## config.mk

```make
export PLATFORM = sky130hd
export DESIGN_NAME = norm_shift_flat
export DESIGN_NICKNAME = d
export VERILOG_FILES = /design/src/rtl/norm_shift_if.sv /design/src/rtl/norm_shift.sv /design/src/flat_wrapper.sv
export SDC_FILE = /design/constraint.sdc
export NUM_CORES = 1
export LEC_CHECK = 0
export BUFFER_PORTS_ARGS = -buffer_cell sky130_fd_sc_hd__buf_2
export CORE_UTILIZATION = 50
export DETAILED_ROUTE_END_ITERATION = 10
export PLACE_DENSITY = 0.76
export SLEW_MARGIN = 30
export SYNTH_ARGS = -nofsm -noshare
export SYNTH_HDL_FRONTEND = slang
export SYNTH_SLANG_ARGS = --single-unit
```

## constraint.sdc

```tcl
create_clock -name clk -period 2.93 [get_ports clk]
set_input_delay 0.1465 -clock clk [delete_from_list [all_inputs] [get_ports clk]]
set_output_delay 0.1465 -clock clk [all_outputs]
set_load 0.02 [all_outputs]
```

## src/rtl/norm_shift_if.sv

```systemverilog
// Handshake and payload bundle for the normalization shifter.
interface norm_shift_if #(
  parameter int unsigned W    = 56,
  parameter int unsigned EW   = 13,
  parameter int unsigned TAGW = 4
) ();
  logic            in_valid;
  logic            in_ready;
  logic [W-1:0]    fr;
  logic [EW-1:0]   er;
  logic [EW-1:0]   sh;
  logic [TAGW-1:0] in_tag;
  logic            out_valid;
  logic            out_ready;
  logic [W-1:0]    fn;
  logic [EW-1:0]   en;
  logic [TAGW-1:0] out_tag;
  logic            fn_zero;

  // Upstream/downstream side: drives operands and out_ready.
  modport master (
    output in_valid, fr, er, sh, in_tag, out_ready,
    input  in_ready, out_valid, fn, en, out_tag, fn_zero
  );

  // Shifter side.
  modport slave (
    input  in_valid, fr, er, sh, in_tag, out_ready,
    output in_ready, out_valid, fn, en, out_tag, fn_zero
  );
endinterface

```

## src/rtl/norm_shift.sv

```systemverilog
// Normalization shifter: 2-stage signed shift of the significand with sticky,
// exponent adjust en = er - sh, valid/ready pipeline at one op per cycle.
module norm_shift #(
  parameter int unsigned W    = 56,
  parameter int unsigned EW   = 13,
  parameter int unsigned TAGW = 4
) (
  input  logic       clk,
  input  logic       rst_n,
  norm_shift_if.slave bus
);

  localparam int unsigned MW = EW + 1;  // magnitude holds 2^(EW-1)
  localparam int unsigned CW = 6;       // coarse shift amount width (8*mag[5:3])
  localparam int unsigned FW = 3;       // fine shift amount width

  // Stage 1 registers
  logic            r_v1;
  logic [W-1:0]    r_val;
  logic            r_sticky;
  logic            r_dir;
  logic [FW-1:0]   r_fine;
  logic [EW-1:0]   r_en;
  logic [TAGW-1:0] r_tag;

  // Stage 2 (output) registers
  logic            r_v2;
  logic [W-1:0]    r_fn;
  logic [EW-1:0]   r_en2;
  logic [TAGW-1:0] r_tag2;
  logic            r_fn_zero;

  logic            w_r1;
  logic            w_r2;
  logic            w_dir;
  logic [MW-1:0]   w_sh_ext;
  logic [MW-1:0]   w_mag;
  logic            w_sat;
  logic [CW-1:0]   w_csh;
  logic [W-1:0]    w_cval;
  logic            w_csticky;
  logic [W-1:0]    w_fmask;
  logic            w_fsticky;
  logic [W-1:0]    w_fn;

  // A stage may load when it is empty or its contents leave this cycle.
  assign w_r2         = ~r_v2 | bus.out_ready;
  assign w_r1         = ~r_v1 | w_r2;
  assign bus.in_ready = w_r1;

  assign bus.out_valid = r_v2;
  assign bus.fn        = r_fn;
  assign bus.en        = r_en2;
  assign bus.out_tag   = r_tag2;
  assign bus.fn_zero   = r_fn_zero;

  // Stage 1 datapath: direction, magnitude, saturation and byte-granular shift.
  always_comb begin
    w_dir     = bus.sh[EW-1];
    w_sh_ext  = {bus.sh[EW-1], bus.sh};
    w_mag     = w_dir ? MW'(-w_sh_ext) : w_sh_ext;
    w_sat     = (w_mag >= MW'(W));
    w_csh     = {w_mag[5:3], 3'b000};
    w_cval    = '0;
    w_csticky = 1'b0;
    if (w_sat) begin
      w_csticky = w_dir & (|bus.fr);
    end else if (w_dir) begin
      w_cval    = bus.fr >> w_csh;
      w_csticky = |(bus.fr & ~({W{1'b1}} << w_csh));
    end else begin
      w_cval    = bus.fr << w_csh;
    end
  end

  // Stage 1 register: capture coarse result and sideband on accept.
  always_ff @(posedge clk or negedge rst_n) begin
    if (!rst_n) begin
      r_v1     <= 1'b0;
      r_val    <= '0;
      r_sticky <= 1'b0;
      r_dir    <= 1'b0;
      r_fine   <= '0;
      r_en     <= '0;
      r_tag    <= '0;
    end else if (w_r1) begin
      r_v1 <= bus.in_valid;
      if (bus.in_valid) begin
        r_val    <= w_cval;
        r_sticky <= w_csticky;
        r_dir    <= w_dir;
        r_fine   <= w_mag[FW-1:0];
        r_en     <= bus.er - bus.sh;
        r_tag    <= bus.in_tag;
      end
    end
  end

  // Stage 2 datapath: bit-granular shift and sticky fold into the LSB.
  always_comb begin
    w_fmask   = ~({W{1'b1}} << r_fine);
    w_fsticky = r_sticky | (|(r_val & w_fmask));
    w_fn      = r_val << r_fine;
    if (r_dir) begin
      w_fn = (r_val >> r_fine) | W'(w_fsticky);
    end
  end

  // Stage 2 register: output hold while stalled, reload when drained or empty.
  always_ff @(posedge clk or negedge rst_n) begin
    if (!rst_n) begin
      r_v2      <= 1'b0;
      r_fn      <= '0;
      r_en2     <= '0;
      r_tag2    <= '0;
      r_fn_zero <= 1'b0;
    end else if (w_r2) begin
      r_v2 <= r_v1;
      if (r_v1) begin
        r_fn      <= w_fn;
        r_en2     <= r_en;
        r_tag2    <= r_tag;
        r_fn_zero <= (w_fn == '0);
      end
    end
  end

endmodule

```

## src/flat_wrapper.sv

```systemverilog
// flat-port wrapper written by rule: the top's interface ports become plain ports
module norm_shift_flat 
#(
  parameter int unsigned W    = 56,
  parameter int unsigned EW   = 13,
  parameter int unsigned TAGW = 4
)
  (clk, rst_n, bus_in_valid, bus_fr, bus_er, bus_sh, bus_in_tag, bus_out_ready, bus_in_ready, bus_out_valid, bus_fn, bus_en, bus_out_tag, bus_fn_zero);
  norm_shift_if #(.W(W), .EW(EW), .TAGW(TAGW)) bus_i ();
  input  logic clk;
  input  logic rst_n;
  input wire logic [$bits(bus_i.in_valid)-1:0] bus_in_valid;
  input wire logic [$bits(bus_i.fr)-1:0] bus_fr;
  input wire logic [$bits(bus_i.er)-1:0] bus_er;
  input wire logic [$bits(bus_i.sh)-1:0] bus_sh;
  input wire logic [$bits(bus_i.in_tag)-1:0] bus_in_tag;
  input wire logic [$bits(bus_i.out_ready)-1:0] bus_out_ready;
  output wire logic [$bits(bus_i.in_ready)-1:0] bus_in_ready;
  output wire logic [$bits(bus_i.out_valid)-1:0] bus_out_valid;
  output wire logic [$bits(bus_i.fn)-1:0] bus_fn;
  output wire logic [$bits(bus_i.en)-1:0] bus_en;
  output wire logic [$bits(bus_i.out_tag)-1:0] bus_out_tag;
  output wire logic [$bits(bus_i.fn_zero)-1:0] bus_fn_zero;
  assign bus_i.in_valid = bus_in_valid;
  assign bus_i.fr = bus_fr;
  assign bus_i.er = bus_er;
  assign bus_i.sh = bus_sh;
  assign bus_i.in_tag = bus_in_tag;
  assign bus_i.out_ready = bus_out_ready;
  assign bus_in_ready = bus_i.in_ready;
  assign bus_out_valid = bus_i.out_valid;
  assign bus_fn = bus_i.fn;
  assign bus_en = bus_i.en;
  assign bus_out_tag = bus_i.out_tag;
  assign bus_fn_zero = bus_i.fn_zero;
  norm_shift #(.W(W), .EW(EW), .TAGW(TAGW)) u_core (.clk(clk), .rst_n(rst_n), .bus(bus_i));
endmodule
```

# [Word level (Yosys, flattened, before mapping)]
# Index checks and enable logic that the tools add are counted.
[totals] latch_bits=0 mem_count=0 mem_bits_ro=0 ram_bits=0 reg_bits=154 elab_cells=44 output_inout_bits=76
[classes] shifts=6 mul=0 muxes=6 div=0 n_eq_ne=0 n_addsub=2 n_bitwise=11 n_reduce_logical=6 magnitude_cmp=1
[op_table] op="2-to-1 mux 56 bit" n=3
[op_table] op="OR reduction 56 bit" n=3
[op_table] op="AND 56 bit" n=2
[op_table] op="inverter 56 bit" n=2
[op_table] op="logical NOT 56 bit" n=1
[op_table] op="bitwise OR 56 x 1 -> 56 bit" n=1
[op_table] op="<< shifter 56 x 3 -> 56 bit" n=1
[op_table] op="<< shifter 56 x 3 -> 56 bit, first input constant" n=1
[op_table] op="<< shifter 56 x 6 -> 56 bit" n=1
[op_table] op="<< shifter 56 x 6 -> 56 bit, first input constant" n=1
[op_table] op="right shift 56 x 3 -> 56 bit" n=1
[op_table] op="right shift 56 x 6 -> 56 bit" n=1
[op_table] op="greater-or-equal comparator 14 x 6 -> 1 bit, second input constant" n=1
[op_table] op="2-to-1 mux 14 bit" n=1
[op_table] op="negation 14 bit" n=1
[op_table] op="subtractor 13 bit" n=1
[op_table] op="AND reduction 2 bit" n=2
[op_table] op="bitwise OR 1 bit" n=3
[op_table] op="2-to-1 mux 1 bit" n=2
[op_table] op="inverter 1 bit" n=2
[op_table] op="AND 1 bit" n=1

# [Depth between registers and ports, before layout]
[logic_depth] depth_word=8 depth_mapped=12 ltp_nobuf=10

# [Worst setup path after synthesis]
# No wires, ideal clock.
[synth_timing] kind="register to register" start="register u_core.r_fine[1]" end="register u_core.r_fn_zero (netlist: u_core.bus.fn_zero)" t_arrival_ns=2.637 setup_time_ns=0.064 period_less_slack_ns=2.701 path_stages_with_launch=11 setup_slack_ns=0.229 t_required_ns=2.866 path_cell_list="dfrtp_1 > clkbuf_1 > buf_2 > clkbuf_1 > mux4_2 > a221oi_1 > a31oi_1 > a2111oi_0 > nand4_1 > nor4_1 > a21o_1"
[synth_via] elab_chain_len=8 elab_cells_between_ends=10 cone_classes="3 x shift; 1 x mux; 4 x bitwise; 2 x reduce/logical"
[synth_lines] element="start, declared" line_no="norm_shift.sv:22" rtl="logic [FW-1:0] r_fine;"
[synth_lines] element="start signal, assigned" line_no="norm_shift.sv:92" rtl="r_fine <= w_mag[FW-1:0];"
[synth_lines] element="<< shifter 56 x 3 -> 56 bit" line_no="norm_shift.sv:101" rtl="w_fmask = ~({W{1'b1}} << r_fine);"
[synth_lines] element="inverter 56 bit" line_no="norm_shift.sv:101"
[synth_lines] element="AND 56 bit" line_no="norm_shift.sv:102" rtl="w_fsticky = r_sticky | (|(r_val & w_fmask));"
[synth_lines] element="OR reduction 56 bit" line_no="norm_shift.sv:102"
[synth_lines] element="bitwise OR 1 bit" line_no="norm_shift.sv:102"
[synth_lines] element="bitwise OR 56 x 1 -> 56 bit" line_no="norm_shift.sv:105" rtl="w_fn = (r_val >> r_fine) | W'(w_fsticky);"
[synth_lines] element="2-to-1 mux 56 bit *" line_no="norm_shift.sv:104" rtl="if (r_dir) begin"
[synth_lines] element="logical NOT 56 bit *" line_no="norm_shift.sv:123" rtl="r_fn_zero <= (w_fn == '0);"
[synth_lines] element="end signal, assigned" line_no="norm_shift.sv:123"
[synth_lines] element="end, declared" line_no="norm_shift.sv:31" rtl="logic r_fn_zero;"
# Mark *: on every way between the ends. The rest lies on a longest branch, timed or not.
# A chain may end at the register's enable or synchronous reset.

# [Worst setup path in the final report]
[layout_timing] start="register u_core.r_fine[0]" end="register u_core.r_fn_zero (netlist: u_core.bus.fn_zero)"
# The elaborated chain is that of the path after synthesis.

==> reports/metrics.yaml <==
routed_wl_microns: 50600
ys_types: 78
ys_warn_count: 0
period_share_pct: 99.3
cp.required_ns: 3.31
crit_fanout: 5
synth_area_leader_cell: "dfrtp_1"
synth_edf_count: 0
cts_buffers: 17
cp.arrival_ns: 3.29
yosysSeqAreaShare_pct: 28.3
grtUsageTotal_pct: 36.8
rows: 60
worstHoldPathType: "input pin to flop"
synth_top_area_share_pct: 28.3
die_y_microns: 167
synth_ff_type: "dfrtp_1"
ant_nets: 0
dpl_cell_area_sq_mm: 0.0161
layout-drive-gt1-share_pct: 38.5
via_per_inst: 6.82
wl_per_cell_microns: 25.1
io_buffer_count: 165
setup_viol: 0
coreArea_sq_mm: 0.0268
place_ws_ns: -0.173
grt_antenna_before_repair: 0
dp_cells: 1965
place_congestion: 1.01
finalHoldViolCount: 0
netlist_top_cells_area: "dfrtp_1, mux4_2, mux2i_1, mux2_2, nand2_1"
endpoint_kind: "flop"
syn_area_sq_mm: 0.0136
overflow: 0
grt_pass1_wl_microns: 79200
clk_pin_slew_ns: 0.07
finalClockSkew_ns: 0.00998
drc: 0
syn-num-nets: 1488
syn_area_per_cell_sq_um: 9.83
cts_max_path_buffers: 2
grt_pass1_vias: 13283
io_pins: 166
drtPass1Iterations: 8
dp_hpwl_microns: 37700
drt_iter0_drc: 1889
crit_type: "flop to flop"
via_count: 13756
ctsHtreeMaxLevel: 4
cts_sinks: 154
peakVddDrop_v: 0.000429
tightest_slew_ns: 0.940
fmax_mhz: 344
initial_core_util_pct: 50.7
fin_crit_ns: 2.91
cts-root-buf: "clkbuf_16"
maxSlewHeadroom_pct: 37.0
powerDensity_mw_per_mm2: 481
dieWidth_microns: 167
fin_ws_ns: 0.0210
synth_seq_cells: 154
grt_start_max_net_pins: 93
drv_slew: 0
whs_ns: 0.00982
leakagePower_nw: 7.61
synth_top_cells_by_count: "nand2_1, dfrtp_1, mux4_2, mux2i_1, mux2_2"
antennaDiodeCount: 0
fin_cells: 2018
cts_tree: "yes"
yosysMostFrequentCell: "nand2_1"
startpoint_type: "flop"
area_growth_pct: 25.5
nets: 1769
clock_latency_ns: 0.44
drv_cap: 0
syn_inst: 1383
synthArstFlopShare_pct: 100
die_area_sq_mm: 0.0279
fin_area_sq_mm: 0.0171
status: "finished clean"
## where the power goes
group	switching, mW	internal (mW)
sequential	0.189	2.38
clock	1.03	1.20
combinational	1.89	1.51
total	3.11	5.10
## final cells by class
cell class,instances,area [sq um]
timing repair buffer,384,2820
tap,341,427
multi-input combinational,1085,9290
fill,2202,9740
clock buffer,17,425
sequential,154,3860
clock inverter,15,159
inverter,22,82.6
## registers in the layout, indices dropped and copies added (netlist names)
signal,cells
u_core.bus.en,13
u_core.bus.fn,56
u_core.bus.fn_zero,1
u_core.bus.out_tag,4
u_core.bus.out_valid,1
u_core.r_dir,1
u_core.r_en,13
u_core.r_fine,3
u_core.r_sticky,1
u_core.r_tag,4
u_core.r_v1,1
u_core.r_val,56
## cell families (layout without fill, tap and decap cells)
family / after synthesis / after routing / share of synthesized area, %
AOI/OAI and AO/OA: 368 / 368 / 18.0
xor gates and xnor gates: 17 / 17 / 1.09
adders and majority gates: 15 / 15 / 1.44
buffers and inverters: 144 / 438 / 4.74
DFF: 154 / 154 / 28.3
muxes: 295 / 295 / 32.7
and+or+nand+nor: 390 / 390 / 13.7
## cell usage in the layout, fill, tap and decap left out, types with 63 or more instances in the layout
cell,synthesis,layout
a21oi_1,77,77
mux2i_1,97,93
dfrtp_1,154,150
o21ai_0,63,63
nand2_1,161,158
mux4_2,111,111
buf_2,21,164
nor2_1,83,83
buf_4,4,185
mux2_2,85,85
## critical path, cell delays in order (launching register included)
cell       delay [ns]
dfrtp_4          0.53
buf_4            0.17
buf_4            0.15
mux4_2           0.42
mux4_2           0.52
a2111oi_4        0.33
and4bb_1         0.25
nand4b_1         0.13
nor4_2           0.25
a21o_1           0.11
## final timing paths
check | start | endpoint | slack (ns) | cells past startpoint
min reg2reg | u_core.r_tag[0]$_DFFE_PN0P_ | u_core.r_tag[0]$_DFFE_PN0P_ | 0.47 | 2
max in group asynchronous | rst_n | u_core.bus.en[6]$_DFFE_PN0P_ | 1.87 | 3
max | u_core.r_fine[0]$_DFFE_PN0P_ | u_core.bus.fn_zero$_DFFE_PN0P_ | 0.02 | 9
max reg2reg | u_core.r_fine[0]$_DFFE_PN0P_ | u_core.bus.fn_zero$_DFFE_PN0P_ | 0.02 | 9
min in group asynchronous | rst_n | u_core.bus.fn[18]$_DFFE_PN0P_ | 0.27 | 2
min | bus_fr[4] | u_core.r_val[4]$_DFFE_PN0P_ | 0.01 | 3
## routing by layer
| layer | track usage (%) | routed length [microns] | part of all wire [%] | vias to the layer above |
|---|---|---|---|---|
| li1 | - | - | - | 5951 |
| met1 | 49.9 | 19900 | 39 | 6564 |
| met2 | 55.1 | 22300 | 44 | 1027 |
| met3 | 8.56 | 5650 | 11 | 214 |
| met4 | 19.1 | 2760 | 5.4 | 0 |
| met5 | 0 | 0 | 0 | - |
## stage by stage
step | total power [mW] | TNS [ns] | utilization [%]
5_1_grt | 8.54 | -0.0168 | 63.7
3_3_place_gp | 5.74 | -0.152 | 60.0
2_1_floorplan | 4.53 | 0 | -
6_report | 8.21 | 0 | 63.7
3_5_place_dp | 5.78 | -0.173 | 60.0
4_1_cts | 8.05 | 0 | 62.7
## timing repair
| item | in CTS | in global routing |
|---|---|---|
| hold buffers | 6 | 0 |
| hold endpoints to repair | 74 | 0 |
| setup endpoints to repair | 1 | 1 |
| buffers inserted | 5 | 8 |
| gates resized for setup | 10 | 29 |
| cloned | 1 | 1 |
| pin swaps | 1 | 7 |
Power figures use the tool's default switching activity.
